**src/rtl/ex_mem_pkg.sv**
```systemverilog
// ex_mem_pkg -- shared types for the EX/MEM pipeline stage.
//   DATA_W_DEF / RD_W_DEF : default datapath and register-index widths.
//   skid_state_t          : occupancy of the two-entry skid buffer.
//   ex_mem_entry_t        : one buffered execute result with its control
//                           bits and the branch decision taken at capture.
package ex_mem_pkg;

  localparam int DATA_W_DEF = 32;
  localparam int RD_W_DEF   = 5;

  typedef enum logic [1:0] {
    EMPTY = 2'd0,
    ONE   = 2'd1,
    TWO   = 2'd2
  } skid_state_t;

  typedef struct packed {
    logic [DATA_W_DEF-1:0] alu_result;
    logic [DATA_W_DEF-1:0] store_data;
    logic [DATA_W_DEF-1:0] pc_target;
    logic [RD_W_DEF-1:0]   rd_addr;
    logic                  reg_write;
    logic                  mem_read;
    logic                  mem_write;
    logic                  taken;
  } ex_mem_entry_t;

endpackage

```
**src/rtl/ex_mem_if.sv**
```systemverilog
// ex_mem_if -- bundle of the EX/MEM stage handshake and payload signals.
//   slave  : the stage itself (accepts execute entries, offers memory entries).
//   master : the surrounding pipeline (or a bench) driving the stage.
// Execute side : in_valid/in_ready, alu_result, zero_flag, rd_addr, control
//                bits, store_data, pc_target, flush.
// Memory side  : out_valid/out_ready and the out_* payload.
// Counters     : perf_accepted, perf_stalls.
interface ex_mem_if
  import ex_mem_pkg::*;
#(
  parameter int DATA_W = DATA_W_DEF,
  parameter int RD_W   = RD_W_DEF
);

  logic              in_valid;
  logic              in_ready;
  logic [DATA_W-1:0] alu_result;
  logic              zero_flag;
  logic [RD_W-1:0]   rd_addr;
  logic              reg_write;
  logic              mem_read;
  logic              mem_write;
  logic              branch_eq;
  logic              branch_ne;
  logic [DATA_W-1:0] store_data;
  logic [DATA_W-1:0] pc_target;
  logic              flush;

  logic              out_valid;
  logic              out_ready;
  logic [DATA_W-1:0] out_alu_result;
  logic [DATA_W-1:0] out_store_data;
  logic [DATA_W-1:0] out_pc_target;
  logic [RD_W-1:0]   out_rd_addr;
  logic              out_reg_write;
  logic              out_mem_read;
  logic              out_mem_write;
  logic              out_branch_taken;

  logic [31:0]       perf_accepted;
  logic [31:0]       perf_stalls;

  modport slave (
    input  in_valid, alu_result, zero_flag, rd_addr, reg_write, mem_read,
           mem_write, branch_eq, branch_ne, store_data, pc_target, flush,
           out_ready,
    output in_ready, out_valid, out_alu_result, out_store_data, out_pc_target,
           out_rd_addr, out_reg_write, out_mem_read, out_mem_write,
           out_branch_taken, perf_accepted, perf_stalls
  );

  modport master (
    output in_valid, alu_result, zero_flag, rd_addr, reg_write, mem_read,
           mem_write, branch_eq, branch_ne, store_data, pc_target, flush,
           out_ready,
    input  in_ready, out_valid, out_alu_result, out_store_data, out_pc_target,
           out_rd_addr, out_reg_write, out_mem_read, out_mem_write,
           out_branch_taken, perf_accepted, perf_stalls
  );

endinterface

```
**src/rtl/ex_mem_skid.sv**
```systemverilog
// ex_mem_skid -- two-entry skid buffer, generic over the entry type.
//   clk, rst          : clock, synchronous active-high reset.
//   flush             : drop everything held; same-cycle input is lost.
//   in_valid/in_ready : upstream handshake (in_ready is a register).
//   in_data           : entry captured on an input transfer.
//   out_valid/out_ready, out_data : downstream handshake, oldest entry.
// head_reg always holds the oldest entry so the outputs come straight from
// a register; tail_reg is the skid slot used only in state TWO.
module ex_mem_skid
  import ex_mem_pkg::*;
#(
  parameter type entry_t = ex_mem_entry_t
) (
  input  logic   clk,
  input  logic   rst,
  input  logic   flush,
  input  logic   in_valid,
  output logic   in_ready,
  input  entry_t in_data,
  output logic   out_valid,
  input  logic   out_ready,
  output entry_t out_data
);

  skid_state_t state_reg, state_next;
  entry_t      head_reg, head_next;
  entry_t      tail_reg, tail_next;
  logic        in_ready_reg;
  logic        push;
  logic        pop;

  assign out_valid = (state_reg != EMPTY);
  assign in_ready  = in_ready_reg;
  assign out_data  = head_reg;
  assign push      = in_valid & in_ready_reg;
  assign pop       = out_valid & out_ready;

  always_comb begin
    state_next = state_reg;
    head_next  = head_reg;
    tail_next  = tail_reg;
    if (flush) begin
      state_next = EMPTY;
    end else begin
      case (state_reg)
        EMPTY: begin
          if (push) begin
            head_next  = in_data;
            state_next = ONE;
          end
        end
        ONE: begin
          if (push && pop) begin
            head_next = in_data;
          end else if (push) begin
            tail_next  = in_data;
            state_next = TWO;
          end else if (pop) begin
            state_next = EMPTY;
          end
        end
        TWO: begin
          // in_ready is low here, so only a drain can happen.
          if (pop) begin
            head_next  = tail_reg;
            state_next = ONE;
          end
        end
        default: state_next = EMPTY;
      endcase
    end
  end

  always_ff @(posedge clk) begin
    if (rst) begin
      state_reg    <= EMPTY;
      head_reg     <= '0;
      tail_reg     <= '0;
      in_ready_reg <= 1'b1;
    end else begin
      state_reg    <= state_next;
      head_reg     <= head_next;
      tail_reg     <= tail_next;
      // Registered ready: look at where the buffer is going, not where it is.
      in_ready_reg <= (state_next != TWO);
    end
  end

endmodule

```
**src/rtl/ex_mem_stage.sv**
```systemverilog
// ex_mem_stage -- EX/MEM pipeline register built on a two-entry skid buffer.
//   clk, rst : clock, synchronous active-high reset (wins over everything).
//   bus      : ex_mem_if slave port carrying both handshakes, payload,
//              flush and the performance counters.
// The branch decision is resolved at capture and travels with the entry.
// Optional feature macro: EX_MEM_PERF_EN enables perf_accepted (input
// transfers) and perf_stalls (cycles with out_valid and not out_ready);
// without it both counters are tied to zero.
module ex_mem_stage
  import ex_mem_pkg::*;
#(
  parameter int DATA_W = DATA_W_DEF,
  parameter int RD_W   = RD_W_DEF
) (
  input  logic    clk,
  input  logic    rst,
  ex_mem_if.slave bus
);

  // Same layout as ex_mem_entry_t, but sized by this instance's parameters.
  typedef struct packed {
    logic [DATA_W-1:0] alu_result;
    logic [DATA_W-1:0] store_data;
    logic [DATA_W-1:0] pc_target;
    logic [RD_W-1:0]   rd_addr;
    logic              reg_write;
    logic              mem_read;
    logic              mem_write;
    logic              taken;
  } entry_t;

  entry_t in_entry;
  entry_t out_entry;
  logic   in_ready;
  logic   out_valid;

  always_comb begin
    in_entry            = '0;
    in_entry.alu_result = bus.alu_result;
    in_entry.store_data = bus.store_data;
    in_entry.pc_target  = bus.pc_target;
    in_entry.rd_addr    = bus.rd_addr;
    in_entry.reg_write  = bus.reg_write;
    in_entry.mem_read   = bus.mem_read;
    in_entry.mem_write  = bus.mem_write;
    in_entry.taken      = (bus.branch_eq & bus.zero_flag) |
                          (bus.branch_ne & ~bus.zero_flag);
  end

  ex_mem_skid #(
    .entry_t (entry_t)
  ) u_skid (
    .clk       (clk),
    .rst       (rst),
    .flush     (bus.flush),
    .in_valid  (bus.in_valid),
    .in_ready  (in_ready),
    .in_data   (in_entry),
    .out_valid (out_valid),
    .out_ready (bus.out_ready),
    .out_data  (out_entry)
  );

  assign bus.in_ready         = in_ready;
  assign bus.out_valid        = out_valid;
  assign bus.out_alu_result   = out_entry.alu_result;
  assign bus.out_store_data   = out_entry.store_data;
  assign bus.out_pc_target    = out_entry.pc_target;
  assign bus.out_rd_addr      = out_entry.rd_addr;
  assign bus.out_reg_write    = out_entry.reg_write;
  assign bus.out_mem_read     = out_entry.mem_read;
  assign bus.out_mem_write    = out_entry.mem_write;
  assign bus.out_branch_taken = out_valid & out_entry.taken;

`ifdef EX_MEM_PERF_EN
  logic [31:0] accepted_reg;
  logic [31:0] stalls_reg;

  always_ff @(posedge clk) begin
    if (rst) begin
      accepted_reg <= '0;
      stalls_reg   <= '0;
    end else begin
      // An input dropped by flush never entered the buffer, so it is not counted.
      if (bus.in_valid && in_ready && !bus.flush) begin
        accepted_reg <= accepted_reg + 32'd1;
      end
      if (out_valid && !bus.out_ready) begin
        stalls_reg <= stalls_reg + 32'd1;
      end
    end
  end

  assign bus.perf_accepted = accepted_reg;
  assign bus.perf_stalls   = stalls_reg;
`else
  assign bus.perf_accepted = 32'd0;
  assign bus.perf_stalls   = 32'd0;
`endif

endmodule
```
**src/flat_wrapper.sv**
```systemverilog
// flat-port wrapper written by rule: the top's interface ports become plain ports
module ex_mem_stage_flat import ex_mem_pkg::*;
#(
  parameter int DATA_W = DATA_W_DEF,
  parameter int RD_W   = RD_W_DEF
)
  (clk, rst, bus_in_valid, bus_alu_result, bus_zero_flag, bus_rd_addr, bus_reg_write, bus_mem_read, bus_mem_write, bus_branch_eq, bus_branch_ne, bus_store_data, bus_pc_target, bus_flush, bus_out_ready, bus_in_ready, bus_out_valid, bus_out_alu_result, bus_out_store_data, bus_out_pc_target, bus_out_rd_addr, bus_out_reg_write, bus_out_mem_read, bus_out_mem_write, bus_out_branch_taken, bus_perf_accepted, bus_perf_stalls);
  ex_mem_if #(.DATA_W(DATA_W), .RD_W(RD_W)) bus_i ();
  input  logic clk;
  input  logic rst;
  input wire logic [$bits(bus_i.in_valid)-1:0] bus_in_valid;
  input wire logic [$bits(bus_i.alu_result)-1:0] bus_alu_result;
  input wire logic [$bits(bus_i.zero_flag)-1:0] bus_zero_flag;
  input wire logic [$bits(bus_i.rd_addr)-1:0] bus_rd_addr;
  input wire logic [$bits(bus_i.reg_write)-1:0] bus_reg_write;
  input wire logic [$bits(bus_i.mem_read)-1:0] bus_mem_read;
  input wire logic [$bits(bus_i.mem_write)-1:0] bus_mem_write;
  input wire logic [$bits(bus_i.branch_eq)-1:0] bus_branch_eq;
  input wire logic [$bits(bus_i.branch_ne)-1:0] bus_branch_ne;
  input wire logic [$bits(bus_i.store_data)-1:0] bus_store_data;
  input wire logic [$bits(bus_i.pc_target)-1:0] bus_pc_target;
  input wire logic [$bits(bus_i.flush)-1:0] bus_flush;
  input wire logic [$bits(bus_i.out_ready)-1:0] bus_out_ready;
  output wire logic [$bits(bus_i.in_ready)-1:0] bus_in_ready;
  output wire logic [$bits(bus_i.out_valid)-1:0] bus_out_valid;
  output wire logic [$bits(bus_i.out_alu_result)-1:0] bus_out_alu_result;
  output wire logic [$bits(bus_i.out_store_data)-1:0] bus_out_store_data;
  output wire logic [$bits(bus_i.out_pc_target)-1:0] bus_out_pc_target;
  output wire logic [$bits(bus_i.out_rd_addr)-1:0] bus_out_rd_addr;
  output wire logic [$bits(bus_i.out_reg_write)-1:0] bus_out_reg_write;
  output wire logic [$bits(bus_i.out_mem_read)-1:0] bus_out_mem_read;
  output wire logic [$bits(bus_i.out_mem_write)-1:0] bus_out_mem_write;
  output wire logic [$bits(bus_i.out_branch_taken)-1:0] bus_out_branch_taken;
  output wire logic [$bits(bus_i.perf_accepted)-1:0] bus_perf_accepted;
  output wire logic [$bits(bus_i.perf_stalls)-1:0] bus_perf_stalls;
  assign bus_i.in_valid = bus_in_valid;
  assign bus_i.alu_result = bus_alu_result;
  assign bus_i.zero_flag = bus_zero_flag;
  assign bus_i.rd_addr = bus_rd_addr;
  assign bus_i.reg_write = bus_reg_write;
  assign bus_i.mem_read = bus_mem_read;
  assign bus_i.mem_write = bus_mem_write;
  assign bus_i.branch_eq = bus_branch_eq;
  assign bus_i.branch_ne = bus_branch_ne;
  assign bus_i.store_data = bus_store_data;
  assign bus_i.pc_target = bus_pc_target;
  assign bus_i.flush = bus_flush;
  assign bus_i.out_ready = bus_out_ready;
  assign bus_in_ready = bus_i.in_ready;
  assign bus_out_valid = bus_i.out_valid;
  assign bus_out_alu_result = bus_i.out_alu_result;
  assign bus_out_store_data = bus_i.out_store_data;
  assign bus_out_pc_target = bus_i.out_pc_target;
  assign bus_out_rd_addr = bus_i.out_rd_addr;
  assign bus_out_reg_write = bus_i.out_reg_write;
  assign bus_out_mem_read = bus_i.out_mem_read;
  assign bus_out_mem_write = bus_i.out_mem_write;
  assign bus_out_branch_taken = bus_i.out_branch_taken;
  assign bus_perf_accepted = bus_i.perf_accepted;
  assign bus_perf_stalls = bus_i.perf_stalls;
  ex_mem_stage #(.DATA_W(DATA_W), .RD_W(RD_W)) u_core (.clk(clk), .rst(rst), .bus(bus_i));
endmodule
```
**config.mk**
```make
export PLATFORM = sky130hd
export DESIGN_NAME = ex_mem_stage_flat
export DESIGN_NICKNAME = d
export VERILOG_FILES = /design/src/rtl/ex_mem_pkg.sv /design/src/rtl/ex_mem_if.sv /design/src/rtl/ex_mem_skid.sv /design/src/rtl/ex_mem_stage.sv /design/src/flat_wrapper.sv
export SDC_FILE = /design/constraint.sdc
export NUM_CORES = 1
export LEC_CHECK = 0
export BUFFER_PORTS_ARGS = -buffer_cell sky130_fd_sc_hd__buf_2
export CORE_MARGIN = 2
export CORE_UTILIZATION = 43
export CTS_CLUSTER_DIAMETER = 200
export DETAILED_ROUTE_END_ITERATION = 12
export HOLD_SLACK_MARGIN = 0.05
export PLACE_DENSITY = 0.68
export SLEW_MARGIN = 30
export SYNTH_ARGS = -nofsm -noshare
export SYNTH_HDL_FRONTEND = slang
export SYNTH_SLANG_ARGS = --single-unit
```
**constraint.sdc**
```tcl
create_clock -name clk -period 4.6 [get_ports clk]
set_input_delay 0.23 -clock clk [delete_from_list [all_inputs] [get_ports clk]]
set_output_delay 0.23 -clock clk [all_outputs]
set_load 0.05 [all_outputs]
```
# Word-level counts from Yosys, hierarchy flattened
# Index checks and enable logic that the tools add are counted.
[classes]
n_eq_ne = 6
n_reduce_logical = 6
bitwise = 9
n_mux = 11
[op_table]
columns = ["operator", "n"]
rows = [
  ["$mux 105", 3],
  ["$pmux 105 s3", 1],
  ["$mux 2", 6],
  ["$ne 2x2->1 const B", 4],
  ["$pmux 2 s3", 1],
  ["$and 1x1->1", 5],
  ["$reduce_and 5->1", 1],
  ["$reduce_and 4->1", 1],
  ["$not 1->1", 3],
  ["$reduce_bool 3->1", 1],
  ["$eq 2x1->1 const B", 1],
  ["$eq 2x2->1 const B", 1],
  ["$logic_not 2->1", 1],
  ["$reduce_bool 2->1", 1],
  ["$logic_and 1x1->1", 1],
  ["$or 1x1->1", 1],
]
[word_totals]
input_bits = 112
reg_bits = 213
wordCells = 50

# Depth between registers and ports, before layout
# Gate-level depths: netlist (run 1).
[depth]
word_depth = 8
mapped_depth = 7
ltp_nobuf = 4

# Modules after synthesis
# A second synthesis (run 1) with hierarchy kept.
[hier_totals]
hier_cells = 1010
hier_area_um2 = 9058.7
[modules_own_cells]
columns = ["mod", "cells_per_inst", "seq_area_each_um2", "instances", "area_per_inst_um2"]
rows = [
  ["ex_mem_skid", 943, 4264.1, 1, 8553.2],
  ["ex_mem_stage", 67, 0.0, 1, 505.5],
]

# Worst setup path before layout (run 1)
# OpenSTA, ideal clock, no wires.
[synth_timing]
path_kind = "register to register"
startpoint = "register u_core.u_skid.in_ready_reg, in the netlist u_core.u_skid.in_ready"
endpoint = "register u_core.u_skid.tail_reg[100] (netlist name)"
n_path_buf = 3
period_less_slack_ns = 1.862
path_stages_with_launch = 8
arrival_ns = 1.730
setup_ns = 0.132
setup_slack_ns = 2.738
path_cell_list = "dfxtp_1 > nand3b_4 > or3_1 > clkbuf_1 > buf_2 > buf_2 > nand2_1 > a21oi_1"
[synth_between]
elab_chain_cells = 4
[synth_lines]
columns = ["element", "line_no", "rtl"]
rows = [
  ["start, declared", "ex_mem_skid.sv:28", "logic in_ready_reg;"],
  ["start signal, assigned", "ex_mem_skid.sv:85", "in_ready_reg <= (state_next != TWO);"],
  ["$and 1x1->1 *", "ex_mem_skid.sv:35", "assign push = in_valid & in_ready_reg;"],
  ["$logic_and 1x1->1", "ex_mem_skid.sv:53", "if (push && pop) begin"],
  ["$not 1->1 (no line)", "n/a", ""],
  ["$reduce_and 4->1 (no line) *", "n/a", ""],
  ["end signal, assigned", "ex_mem_skid.sv:83", "tail_reg <= tail_next;"],
  ["end, declared", "ex_mem_skid.sv:27", "entry_t tail_reg, tail_next;"],
]
# Every way passes the cells marked *; elsewhere a longest branch is shown, timed or not.
# A chain may end at the register's enable or synchronous reset.

# Final worst setup path (run 1)
[layout_timing]
startpoint = "register u_core.u_skid.state_reg[1]"
endpoint = "register u_core.u_skid.head_reg (netlist bit u_core.u_skid.out_data[94])"
[layout_between]
elab_chain_cells = 5
word_cells_on_any_way = 12
classes_between = "5 x eq/ne; 1 x mux; 1 x bitwise; 5 x reduce/logical"
[layout_lines]
columns = ["element", "line_no", "rtl"]
rows = [
  ["start, declared", "ex_mem_skid.sv:25", "skid_state_t state_reg, state_next;"],
  ["start signal, assigned", "ex_mem_skid.sv:81", "state_reg <= state_next;"],
  ["$reduce_bool 2->1", "ex_mem_skid.sv:32", "assign out_valid = (state_reg != EMPTY);"],
  ["$and 1x1->1", "ex_mem_skid.sv:36", "assign pop = out_valid & out_ready;"],
  ["$logic_and 1x1->1", "ex_mem_skid.sv:53", ""],
  ["$ne 2x2->1 (no line)", "n/a", ""],
  ["$reduce_and 5->1 (no line)", "n/a", ""],
  ["end signal, assigned", "ex_mem_skid.sv:82", "head_reg <= head_next;"],
  ["end, declared", "ex_mem_skid.sv:26", "entry_t head_reg, head_next;"],
]
# Parallel ways exist; a longest one is shown, timed or not.

==> reports/qor.tcl, run 1 <==
set qor(status) {finished clean}
set qor(fp.coreArea_sq_mm) 0.0224
set qor(io_pins) 283
set qor(path_cells) {nand2b_4 > o32ai_4 > buf_4 > nor2_1 > a211oi_1}
set qor(ys_types) 27
set qor(worst_ir_drop_vdd_mv) 0.248
set qor(layout.core_utilization) 0.524
set qor(primary_flip_flop_cell_chosen_by_synthesis_mapping) {sky130_fd_sc_hd__dfxtp_1}
set qor(htree_num_levels) 1
set qor(route.detailed.wl_per_inst_microns) 13.8
set qor(first_global_vias) 7223
set qor(rows) 55
set qor(synth_async_sr_flop_share) 0
set qor(post_synth_instance_area_sq_mm) 0.00973
set qor(p_per_area_mw_per_mm2) 396
set qor(layout.cells.most_common_list) {sky130_fd_sc_hd__buf_2 (217), sky130_fd_sc_hd__dfxtp_1 (213), sky130_fd_sc_hd__nand2_1 (210)}
set qor(numCtsBuffers) 23
set qor(crit_slowest_cell) {sky130_fd_sc_hd__buf_4}
set qor(ys_ff_latch) 213
set qor(detail_route.wirelength_mm) 21.9
set qor(antenna_violating_nets_remaining) 0
set qor(cp-end-kind) {flop}
set qor(syn_to_final_growth_pct) 20.9
set qor(synth_edf_count) 0
set qor(crit_path_max_incr_delay_ns) 0.69
set qor(avgViaCountPerCell) 4.79
set qor(worst_hold_slack_ns) 0.253
set qor(leakage_uw) 0.00545
set qor(track_usage) 0.177
set qor(remaining_global_route_overflow) 0
set qor(drtIter0Drc) 309
set qor(arrival_ns) 2.67
set qor(die-width_microns) 154
set qor(holdCritPathClass) {in2reg}
set qor(antenna_fix_cells) 0
set qor(layout.cell_area.non_filler_sq_mm) 0.0118
set qor(cts_root_buf) {sky130_fd_sc_hd__clkbuf_16}
set qor(finalNetCount) 1397
set qor(detailed_place.area_sq_mm) 0.00989
set qor(die_h_microns) 154
set qor(num_vias) 7603
set qor(max_slew_headroom_at_the_worst_pin) 0.391
set qor(fmax_mhz) 442
set qor(post_cts.repair.setup_buffers) 0
set qor(fin_crit_sh) 0.492
set qor(worst_setup_hold_path_clk_slew_ns) 0.06
set qor(layout-drive-gt1-share) 0.226
set qor(tritoncts) {done}
set qor(initial_utilization) 0.434
set qor(rsz0062_at_grt) {no}
set qor(report.final.hold_viol_count) 0
set qor(critical_path_maximum_fanout) 86
set qor(drc) 0
set qor(clock_latency_ns) 0.50
set qor(cts_sinks) 213
set qor(synth-warning-count) 0
set qor(gp_congestion) 0.728
set qor(grt_max_degree) 125
set qor(seq_area_frac_synth) 0.438
set qor(final_period_minus_worst_setup_slack_ns) 2.26
set qor(finalSetupTns_ns) 0
set qor(die_area_sq_mm) 0.0238
set qor(max_cap_viol_count) 0
set qor(global_route_wire_length_before_repair_mm) 35.6
set qor(clk_path_buf_depth) 3
set qor(detailed_place_hpwl_mm) 12.7
set qor(p_total_uw) 4650
set qor(timing.critical_path.required_ns) 5.00
set qor(initial_antenna_violation_count) 0
set qor(cp-start-kind) {flop}
set qor(worst-slew-pin-transition_ns) 0.913
set qor(final-setup-viol-count) 0
set qor(timing_max_transition_violations_final) 0
set qor(worst-setup-path-type) {reg2reg}
set qor(fin_worst_skew_ns) 0.0115
set qor(layout.cells.most_common) {sky130_fd_sc_hd__buf_2}
set qor(syn-mean-instance-area_sq_um) 8.76
set qor(detailedRoute.firstPassIterationCount) 6
set qor(buffer_ports.inserted) 218
set qor(synthesized_instance_count) 1111
critical path, delay by kind of cell, from the launching register on:
family	cells	cell delay, ns
compound gates	2	0.50
buf+inv	1	0.69
flops	1	0.44
simple gates	2	0.45
stage by stage:
step           setup WS [ns]  instances
3_5_place_dp            2.37       1438
4_1_cts                 2.35       1586
6_report                2.34       1586
3_3_place_gp            2.43       1438
2_1_floorplan           2.74       1174
5_1_grt                 2.11       1586
worst paths after layout:
path / from / to / slack, ns / cells past startpoint
setup / recovery: u_core.u_skid.state_reg[1] / u_core.u_skid.out_data[94] / 2.34 / 5
hold / removal: bus_branch_ne / u_core.u_skid.tail_reg[0] / 0.25 / 3
setup reg to reg: u_core.u_skid.state_reg[1] / u_core.u_skid.out_data[94] / 2.34 / 5
hold reg to reg: u_core.u_skid.tail_reg[103] / u_core.u_skid.tail_reg[103] / 0.45 / 2
cells in the mapped netlist (3+ instances only):
library cell / instances / area share
sky130_fd_sc_hd__nor2_1: 105 / 0.041
sky130_fd_sc_hd__buf_4: 176 / 0.14
sky130_fd_sc_hd__clkbuf_4: 3 / 0.0023
sky130_fd_sc_hd__a211oi_2: 23 / 0.030
sky130_fd_sc_hd__nand2b_1: 4 / 0.0026
sky130_fd_sc_hd__clkbuf_1: 35 / 0.014
sky130_fd_sc_hd__buf_2: 33 / 0.017
sky130_fd_sc_hd__a211oi_1: 82 / 0.063
sky130_fd_sc_hd__a21oi_1: 106 / 0.055
sky130_fd_sc_hd__dfxtp_1: 213 / 0.44
sky130_fd_sc_hd__mux2i_1: 106 / 0.11
sky130_fd_sc_hd__nand2_1: 210 / 0.081
layer usage:
layer | track usage | up-vias | wire length (microns) | share of wire
met5 | 0 | - | 0 | 0
met4 | 0.0489 | 0 | 549 | 0.025
met3 | 0.0387 | 40 | 1290 | 0.059
met2 | 0.301 | 199 | 10300 | 0.47
met1 | 0.226 | 3506 | 9770 | 0.45
li1 | - | 3858 | - | -
logic make-up after synthesis:
family | count (synthesis) | share of synthesized area
AOI/OAI and AO/OA | 215 | 0.151
buffers and inverters | 248 | 0.169
DFF | 213 | 0.438
muxes | 106 | 0.109
other | 1 | 0.000385
and+or+nand+nor | 328 | 0.132
area by class of cell:
type	instances	area, sq um
Multi-Input combinational cell	713	4090
Fill cell	2030	10700
Sequential cell	213	4260
Clock buffer	34	707
Tap cell	285	357
Inverter	1	3.75
Timing Repair Buffer	333	2250
Clock inverter	7	88.8
report_power, final:
part	internal, uW	switching (uW)
clock	1170	732
sequential	1920	40.6
combinational	226	562
what timing repair did:
item | in CTS | in global routing
gates resized for setup | 0 | 0
endpoints found under the hold margin | 107 | 0
hold buffers | 107 | 0
(Power assumes the default switching activity.)
==> inputs of run 2 (changes only) <==
--- a/config.mk
+++ b/config.mk
@@ -5,13 +5,14 @@
 export SDC_FILE = /design/constraint.sdc
 export NUM_CORES = 1
 export LEC_CHECK = 0
+export ABC_AREA = 1
 export BUFFER_PORTS_ARGS = -buffer_cell sky130_fd_sc_hd__buf_2
 export CORE_MARGIN = 2
 export CORE_UTILIZATION = 43
 export CTS_CLUSTER_DIAMETER = 200
 export DETAILED_ROUTE_END_ITERATION = 12
 export HOLD_SLACK_MARGIN = 0.05
-export PLACE_DENSITY = 0.68
+export PLACE_DENSITY = 0.67
 export SLEW_MARGIN = 30
 export SYNTH_ARGS = -nofsm -noshare
 export SYNTH_HDL_FRONTEND = slang
==> constraint.sdc (replaced) <==
create_clock -name clk -period 2.3 [get_ports clk]
set_input_delay 0.115 -clock clk [delete_from_list [all_inputs] [get_ports clk]]
set_output_delay 0.115 -clock clk [all_outputs]
set_load 0.05 [all_outputs]
==> run 2 against run 1 <==
Against the previous run: utilization fell by 0.84 points; critical path depth grew 2; sequential share of layout area down 3.1 points; critical endpoint is now u_core.u_skid.state_reg[0]; flip-flop and latch count unchanged; highest routed layer unchanged; synthesized cell count rose by 50%; fmax increased by 9.9%; largest cell class is now multi-input combinational cells; count of clock-buffer cells in the layout decreased by 1; worst setup slack got worse by 2.1 ns; cell count increased by 37%; via count increased by 30%; clock power rose by 97%; power grew 100%.
==> reports/qor.tcl, run 2 <==
set qor(synth.top_cell.area_share) 0.395 ;# -0.0437
set qor(route.detailed.wl_per_inst_microns) 12.7 ;# -8.2%
set qor(finalNetCount) 1943 ;# +39%
set qor(syn-mean-instance-area_sq_um) 6.50 ;# -26%
set qor(io_pins) 283 ;# unchanged
set qor(ys_ff_latch) 213 ;# unchanged
set qor(nFillCells) 2458 ;# +21%
set qor(pre_cts_ws_ns) 0.601 ;# -1.76 ns
set qor(cp-end-kind) {flop}
set qor(cp-start-kind) {flop}
set qor(num_vias) 9901 ;# +30%
set qor(fmax_mhz) 485 ;# +9.9%
set qor(max_cap_viol_count) 0 ;# unchanged
set qor(tritoncts) {done}
set qor(layout-drive-gt1-share) 0.151 ;# -0.0748
set qor(layout.cells.most_common_list) {sky130_fd_sc_hd__nand2_1 (638), sky130_fd_sc_hd__buf_2 (217), sky130_fd_sc_hd__dfxtp_1 (213)}
set qor(worst_setup_hold_path_clk_slew_ns) 0.06 ;# about the same
set qor(rows) 58 ;# +5.5%
set qor(synthesized_instance_count) 1664 ;# +50%
set qor(synth_top_area_cell) {sky130_fd_sc_hd__dfxtp_1}
set qor(arrival_ns) 2.51 ;# -0.16 ns
set qor(final_period_minus_worst_setup_slack_ns) 2.06 ;# -0.204 ns
set qor(status) {finished clean}
set qor(layout.cells.most_common) {sky130_fd_sc_hd__nand2_1}
set qor(post_synth_instance_area_sq_mm) 0.0108 ;# +11%
set qor(die_area_sq_mm) 0.0264 ;# +11%
set qor(worst_setup_path_startpoint) {u_core.u_skid.state_reg[1]}
set qor(track_usage) 0.203 ;# +0.0262
set qor(htree_num_levels) 1 ;# unchanged
set qor(grt_max_degree) 107 ;# -14%
set qor(buffer_ports.inserted) 218 ;# unchanged
set qor(antenna_violating_nets_remaining) 0 ;# unchanged
set qor(final-setup-viol-count) 0 ;# unchanged
set qor(synthTopCellsByCount) {sky130_fd_sc_hd__nand2_1 (639), sky130_fd_sc_hd__dfxtp_1 (213), sky130_fd_sc_hd__nor2_1 (212), sky130_fd_sc_hd__buf_4 (179), sky130_fd_sc_hd__inv_1 (109)}
set qor(synth_async_sr_flop_share) 0 ;# unchanged
set qor(remaining_global_route_overflow) 0 ;# unchanged
set qor(synthMostInstantiatedCell) {sky130_fd_sc_hd__nand2_1}
set qor(ys_types) 18 ;# -33%
set qor(die_h_microns) 163 ;# +5.3%
set qor(drtIter0Drc) 526 ;# +70%
set qor(numCtsBuffers) 24 ;# +4.3%
set qor(rsz0062_at_grt) {no}
set qor(p_per_area_mw_per_mm2) 731 ;# +85%
set qor(avgViaCountPerCell) 4.55 ;# -5.1%
set qor(gp_congestion) 0.760 ;# +4.4%
set qor(timing_max_transition_violations_final) 0 ;# unchanged
set qor(timing.critical_path.required_ns) 2.75 ;# -2.25 ns
set qor(detail_route.wirelength_mm) 27.6 ;# +26%
set qor(clk_path_buf_depth) 3 ;# unchanged
set qor(worst-r2r-cell-count) 7 ;# +2
set qor(worst-slew-pin-transition_ns) 0.630 ;# -0.283 ns
set qor(detailedRoute.firstPassIterationCount) 5 ;# -1
set qor(primary_flip_flop_cell_chosen_by_synthesis_mapping) {sky130_fd_sc_hd__dfxtp_1}
set qor(initial_utilization) 0.433 ;# -0.000747
set qor(worst-setup-path-type) {reg2reg}
set qor(leakage_uw) 0.00651 ;# +19%
set qor(finalSetupTns_ns) 0 ;# unchanged
set qor(endpoint) {u_core.u_skid.state_reg[0]}
set qor(synth_edf_count) 0 ;# unchanged
set qor(worst_ir_drop_vdd_mv) 0.443 ;# +79%
set qor(die-width_microns) 163 ;# +5.3%
set qor(initial_antenna_violation_count) 1 ;# +1
set qor(cts_sinks) 213 ;# unchanged
set qor(drc) 0 ;# unchanged
set qor(timing.rr.start) {u_core.u_skid.state_reg[1]}
set qor(critical_path_maximum_fanout) 4 ;# -95%
set qor(fin_crit_sh) 0.896 ;# +0.403
set qor(syn_to_final_growth_pct) 19.1
set qor(fp.coreArea_sq_mm) 0.0250 ;# +11%
set qor(max_slew_headroom_at_the_worst_pin) 0.580 ;# +0.189
set qor(holdCritPathClass) {in2reg}
set qor(clock_latency_ns) 0.52 ;# +0.02 ns
set qor(worst_r2r_endpoint) {u_core.u_skid.state_reg[0]}
set qor(first_global_vias) 9134 ;# +26%
set qor(fin_worst_skew_ns) 0.0138 ;# +0.00229 ns
set qor(synth-warning-count) 0 ;# unchanged
set qor(seq_area_frac_synth) 0.395 ;# -0.0437
set qor(global_route_wire_length_before_repair_mm) 44.4 ;# +25%
set qor(cts_root_buf) {sky130_fd_sc_hd__clkbuf_16}
set qor(report.final.hold_viol_count) 0 ;# unchanged
set qor(post_cts.repair.setup_buffers) 0 ;# unchanged
set qor(fin_ws_ns) 0.240 ;# -2.10 ns
set qor(detailed_place_hpwl_mm) 15.7 ;# +23%
set qor(ff2ff_setup_slack_ns) 0.24 ;# -2.10 ns
set qor(synth.top_cells.by_area) {sky130_fd_sc_hd__dfxtp_1 (39%), sky130_fd_sc_hd__nand2_1 (22%), sky130_fd_sc_hd__buf_4 (12%), sky130_fd_sc_hd__nor2_1 (7.4%), sky130_fd_sc_hd__a21oi_1 (5.0%)}
## run 2: changes by cell type in the layout (fill, tap and decap cells not counted), moves of 3 or more
cell,change
sky130_fd_sc_hd__mux2i_1,-106
sky130_fd_sc_hd__nand3_1,+106
sky130_fd_sc_hd__nand2_1,+428
sky130_fd_sc_hd__buf_12,+8
sky130_fd_sc_hd__inv_1,+108
sky130_fd_sc_hd__clkbuf_8,-5
sky130_fd_sc_hd__nand2_4,+3
sky130_fd_sc_hd__nor2_1,+107
sky130_fd_sc_hd__dlygate4sd3_1,+3
sky130_fd_sc_hd__nand2b_1,-3
sky130_fd_sc_hd__a211oi_1,-82
sky130_fd_sc_hd__a211oi_2,-23
## run 2: layer usage
layer / up-vias / GRT usage / share of wire
met4: 0 / 0.0571 / 0.019
met1: 4432 / 0.256 / 0.44
met2: 294 / 0.352 / 0.47
met5: - / 0 / 0
met3: 36 / 0.0413 / 0.069
li1: 5139 / - / -
## run 2: worst max-delay path, cell delays in order (launching register included)
cell and delay, ns:
sky130_fd_sc_hd__dfxtp_1 0.36, sky130_fd_sc_hd__nor2_1 0.19, sky130_fd_sc_hd__inv_2 0.08, sky130_fd_sc_hd__nand3_1 0.08, sky130_fd_sc_hd__nand2_1 0.05, sky130_fd_sc_hd__dlygate4sd3_1 0.54, sky130_fd_sc_hd__nor3_1 0.14, sky130_fd_sc_hd__dlygate4sd3_1 0.57
## run 2: final cells by class
| cell class | count | area (sq um) | area share |
|---|---|---|---|
| Multi-Input combinational cell | 1135 | 4570 | 0.355 |
| Tap cell | 330 | 413 | 0.0321 |
| Antenna cell | 1 | 2.50 | 0.000194 |
| Timing Repair Buffer | 344 | 2440 | 0.189 |
| Inverter | 113 | 427 | 0.0331 |
| Clock inverter | 7 | 65.1 | 0.00505 |
| Sequential cell | 213 | 4260 | 0.331 |
| Clock buffer | 33 | 696 | 0.0540 |
## run 2: metrics by stage
step	utilization	area [sq um]	hold WS (ns)	total power, uW	cells
4_1_cts	0.516	12900	0.0961	9500	2175
6_report	0.516	12900	0.128	9420	2176
3_3_place_gp	0.441	11000	0.400	5580	2025
5_1_grt	0.516	12900	0.192	9830	2176
3_5_place_dp	0.441	11000	0.405	5590	2025
2_1_floorplan	-	11000	0.263	5480	1727
## run 2: repair_timing
| item | 4_1_cts | 5_1_grt |
|---|---|---|
| gates resized for setup | 0 | 0 |
| setup endpoints to repair | 0 | 0 |
| hold buffers | 110 | 0 |
| hold endpoints to repair | 210 | 0 |
## run 2: worst min-delay path by stage
stage / start / to / slack (ns) / cells past startpoint
finish: bus_branch_eq / u_core.u_skid.out_data[0] / 0.13 / 7
global route: bus_branch_eq / u_core.u_skid.out_data[0] / 0.19 / 7
CTS: bus_branch_eq / u_core.u_skid.out_data[0] / 0.1 / 7
detailed placement: bus_store_data[21] / u_core.u_skid.tail_reg[62] / 0.40 / 3
global placement: bus_store_data[14] / u_core.u_skid.tail_reg[55] / 0.40 / 3
floorplan: bus_flush / u_core.u_skid.state_reg[0] / 0.26 / 3
## run 2: report_power, final
part	switching, uW	internal (uW)
clock	1540	2210
sequential	78.8	3840
combinational	1260	482
total	2880	6530
## run 2: kinds of logic (layout without fill, tap and decap cells)
family          after synthesis  count (layout)  share of synthesized area
simple gates                962             962                      0.348
buf+inv                     379             497                      0.206
flops                       213             213                      0.395
compound gates              109             109                     0.0507
other cells                   1              65                   0.000347
==> inputs of run 3 (changes only) <==
--- a/config.mk
+++ b/config.mk
@@ -6,7 +6,8 @@
 export NUM_CORES = 1
 export LEC_CHECK = 0
 export ABC_AREA = 1
-export BUFFER_PORTS_ARGS = -buffer_cell sky130_fd_sc_hd__buf_2
+export ABC_CLOCK_PERIOD_IN_PS = 2300
+export BUFFER_PORTS_ARGS = -buffer_cell sky130_fd_sc_hd__clkbuf_2
 export CORE_MARGIN = 2
 export CORE_UTILIZATION = 43
 export CTS_CLUSTER_DIAMETER = 200
==> run 3 against run 2 <==
Against the previous run: combinational power barely moved; worst setup slack improved by 0.018 ns; power rose by 2.4%; clock power rose by 5.6%; final area rose by 0.48%; critical path type unchanged.
==> reports/qor.tcl, run 3 (synthesis gave the netlist of run 2 again) <==
set qor(status) {finished clean}
set qor(seq_power_share) 0.407 ;# -0.009
set qor(instances_no_fill) 2176 ;# unchanged
set qor(buffer_ports.inserted) 218 ;# unchanged
set qor(fmax_mhz) 490 ;# +0.89%
set qor(drtIter0Drc) 643 ;# +22%
set qor(clk_path_buf_depth) 3 ;# unchanged
set qor(post_cts.repair.setup_buffers) 0 ;# unchanged
set qor(worst-setup-path-type) {reg2reg}
set qor(global_route.usage.met1) 0.266 ;# +0.0100
set qor(groute.layer.met3.usage) 0.0387 ;# -0.00255
set qor(die-width_microns) 163 ;# unchanged
set qor(htree_num_levels) 1 ;# unchanged
set qor(antenna_fix_cells) 0 ;# -1
set qor(detailed_place_hpwl_mm) 15.6 ;# -0.48%
set qor(worst-slew-pin-transition_ns) 0.574 ;# -0.0561 ns
set qor(initial_antenna_violation_count) 0 ;# -1
set qor(fp.coreArea_sq_mm) 0.0250 ;# unchanged
set qor(cts_hold_buffers) 109 ;# -0.91%
set qor(max_slew_headroom_at_the_worst_pin) 0.617 ;# +0.0369
set qor(timing.rr.start) {u_core.u_skid.state_reg[1]}
set qor(worst_setup_hold_path_clk_slew_ns) 0.06 ;# about the same
set qor(switching_share) 0.298 ;# -0.00876
set qor(final_period_minus_worst_setup_slack_ns) 2.04 ;# -0.0182 ns
set qor(cp-end-kind) {flop}
set qor(hold-path-cell-count) 7 ;# unchanged
set qor(die_h_microns) 163 ;# unchanged
set qor(hold_end) {u_core.u_skid.out_data[0]}
set qor(fin_crit_sh) 0.888 ;# -0.00790
set qor(fin_ws_ns) 0.258 ;# +0.0182 ns
set qor(route.detailed.wl_per_inst_microns) 12.7 ;# about the same
set qor(detailedRoute.firstPassIterationCount) 7 ;# +2
set qor(rows) 58 ;# unchanged
set qor(leakage_uw) 0.00650 ;# about the same
set qor(fin_worst_skew_ns) 0.0191 ;# +0.00524 ns
set qor(tritoncts) {done}
set qor(p_total_uw) 9640 ;# +2.4%
set qor(arrival_ns) 2.50 ;# about the same
set qor(remaining_global_route_overflow) 0 ;# unchanged
set qor(worst_hold_slack_ns) 0.136 ;# +0.00789 ns
set qor(holdCritStartpoint) {bus_branch_eq}
set qor(layout.cells.most_common_list) {sky130_fd_sc_hd__nand2_1 (638), sky130_fd_sc_hd__clkbuf_2 (217), sky130_fd_sc_hd__dfxtp_1 (213)}
set qor(io_pins) 283 ;# unchanged
set qor(worst-r2r-cell-count) 7 ;# unchanged
set qor(global_route_wire_length_before_repair_mm) 44.6 ;# +0.25%
set qor(antenna_violating_nets_remaining) 0 ;# unchanged
set qor(pre_cts_ws_ns) 0.560 ;# -0.0412 ns
set qor(finalSetupTns_ns) 0 ;# unchanged
set qor(rsz0062_at_grt) {no}
set qor(max_cap_viol_count) 0 ;# unchanged
set qor(total_switching_power_uw) 2870 ;# -0.57%
set qor(worst_setup_path_startpoint) {u_core.u_skid.state_reg[1]}
set qor(cp-start-kind) {flop}
set qor(timing.critical_path.required_ns) 2.76 ;# about the same
set qor(die_area_sq_mm) 0.0264 ;# unchanged
set qor(cts_root_buf) {sky130_fd_sc_hd__clkbuf_16}
set qor(nFillCells) 2450 ;# -0.33%
set qor(critical_path_maximum_fanout) 4 ;# unchanged
set qor(report.final.hold_viol_count) 0 ;# unchanged
set qor(groute.layer.met2.usage) 0.348 ;# -0.00464
set qor(internal_power_uw) 6770 ;# +3.7%
set qor(initial_utilization) 0.433 ;# unchanged
set qor(detail_route.wirelength_mm) 27.5 ;# about the same
set qor(numCtsBuffers) 24 ;# unchanged
set qor(final-setup-viol-count) 0 ;# unchanged
set qor(layout-drive-gt1-share) 0.151 ;# -0.000624
set qor(avgViaCountPerCell) 4.58 ;# +0.76%
set qor(clock_latency_ns) 0.51 ;# about the same
set qor(ff2ff_setup_slack_ns) 0.26 ;# +0.02 ns
set qor(worst_r2r_endpoint) {u_core.u_skid.state_reg[0]}
set qor(finalNetCount) 1941 ;# -0.10%
set qor(relative_contribution_of_the_clock_network_to_total_power) 0.411 ;# +0.012
set qor(syn_to_final_growth_pct) 19.7
set qor(cts_sinks) 213 ;# unchanged
set qor(grt-busiest-layer) {met2}
set qor(gp_congestion) 0.734 ;# -3.5%
set qor(drc) 0 ;# unchanged
set qor(holdCritPathClass) {in2reg}
set qor(dp_cells) 2024 ;# -0.049%
set qor(worst_ir_drop_vdd_mv) 0.437 ;# -1.4%
set qor(grt_max_degree) 107 ;# unchanged
set qor(layout.cells.most_common) {sky130_fd_sc_hd__nand2_1}
set qor(num_vias) 9976 ;# +0.76%
set qor(track_usage) 0.203 ;# about the same
set qor(post_cts.resized_instances) 0 ;# unchanged
set qor(first_global_vias) 9038 ;# -1.1%
set qor(timing_max_transition_violations_final) 0 ;# unchanged
set qor(p_per_area_mw_per_mm2) 745 ;# +1.9%
set qor(pwr-share-comb) 0.181 ;# -0.004
## run 3: cell count changes in the layout (fill, tap and decap cells not counted)
cell,before,now
sky130_fd_sc_hd__buf_2,217,0
sky130_fd_sc_hd__clkbuf_2,0,217
sky130_fd_sc_hd__buf_4,7,4
sky130_fd_sc_hd__clkbuf_1,4,7
sky130_fd_sc_hd__buf_12,10,12
sky130_fd_sc_hd__bufinv_16,1,3
sky130_fd_sc_hd__clkinvlp_4,2,0
sky130_fd_sc_hd__diode_2,1,0
sky130_fd_sc_hd__dlygate4sd3_1,110,109
## run 3: power by group through the flow
stage          Sequential (uW)  Clock [uW]  Combinational, uW
2_1_floorplan             3990           0               1490
3_3_place_gp              4000           0               1590
3_5_place_dp              4010           0               1590
4_1_cts                   3930        4060               1750
5_1_grt                   3940        4220               1900
6_report                  3930        3960               1750
## run 3: how the worst max path moves through the flow
| stage | to | slack, ns | depth (start not counted) |
|---|---|---|---|
| detailed placement | u_core.u_skid.out_data[61] | 0.56 | 7 |
| CTS | u_core.u_skid.state_reg[0] | 0.30 | 7 |
| global route | u_core.u_skid.state_reg[0] | 0.12 | 7 |
| floorplan | u_core.u_skid.tail_reg[53] | 0.65 | 7 |
| finish | u_core.u_skid.state_reg[0] | 0.26 | 7 |
| global placement | u_core.u_skid.out_data[93] | 0.58 | 7 |
## run 3: critical path, stage by stage (launching register included)
cell and delay (ns):
sky130_fd_sc_hd__dfxtp_1 0.36, sky130_fd_sc_hd__nor2_1 0.18, sky130_fd_sc_hd__inv_2 0.07, sky130_fd_sc_hd__nand3_1 0.08, sky130_fd_sc_hd__nand2_1 0.05, sky130_fd_sc_hd__dlygate4sd3_1 0.55, sky130_fd_sc_hd__nor3_1 0.13, sky130_fd_sc_hd__dlygate4sd3_1 0.57
## run 3: area by class of cell
type / count / area [sq um] / area share
clock buffer: 36 / 707 / 0.0546
clock inverter: 7 / 110 / 0.00851
inverter: 113 / 427 / 0.0330
sequential: 213 / 4260 / 0.330
tap: 330 / 413 / 0.0319
multi-input combinational: 1135 / 4570 / 0.353
timing repair buffer: 342 / 2450 / 0.189
## run 3: layer usage
| metal | wire (microns) | up-vias |
|---|---|---|
| met3 | 1940 | 28 |
| met5 | 0 | - |
| met4 | 385 | 0 |
| met2 | 13000 | 309 |
| li1 | - | 5133 |
| met1 | 12300 | 4506 |
## run 3: metrics by stage
step	instance area [sq um]	util
after detailed placement	11000	0.442
after global placement	11000	0.442
after CTS	12900	0.518
final	12900	0.518
after floorplan	11000	-
after global routing	12900	0.518
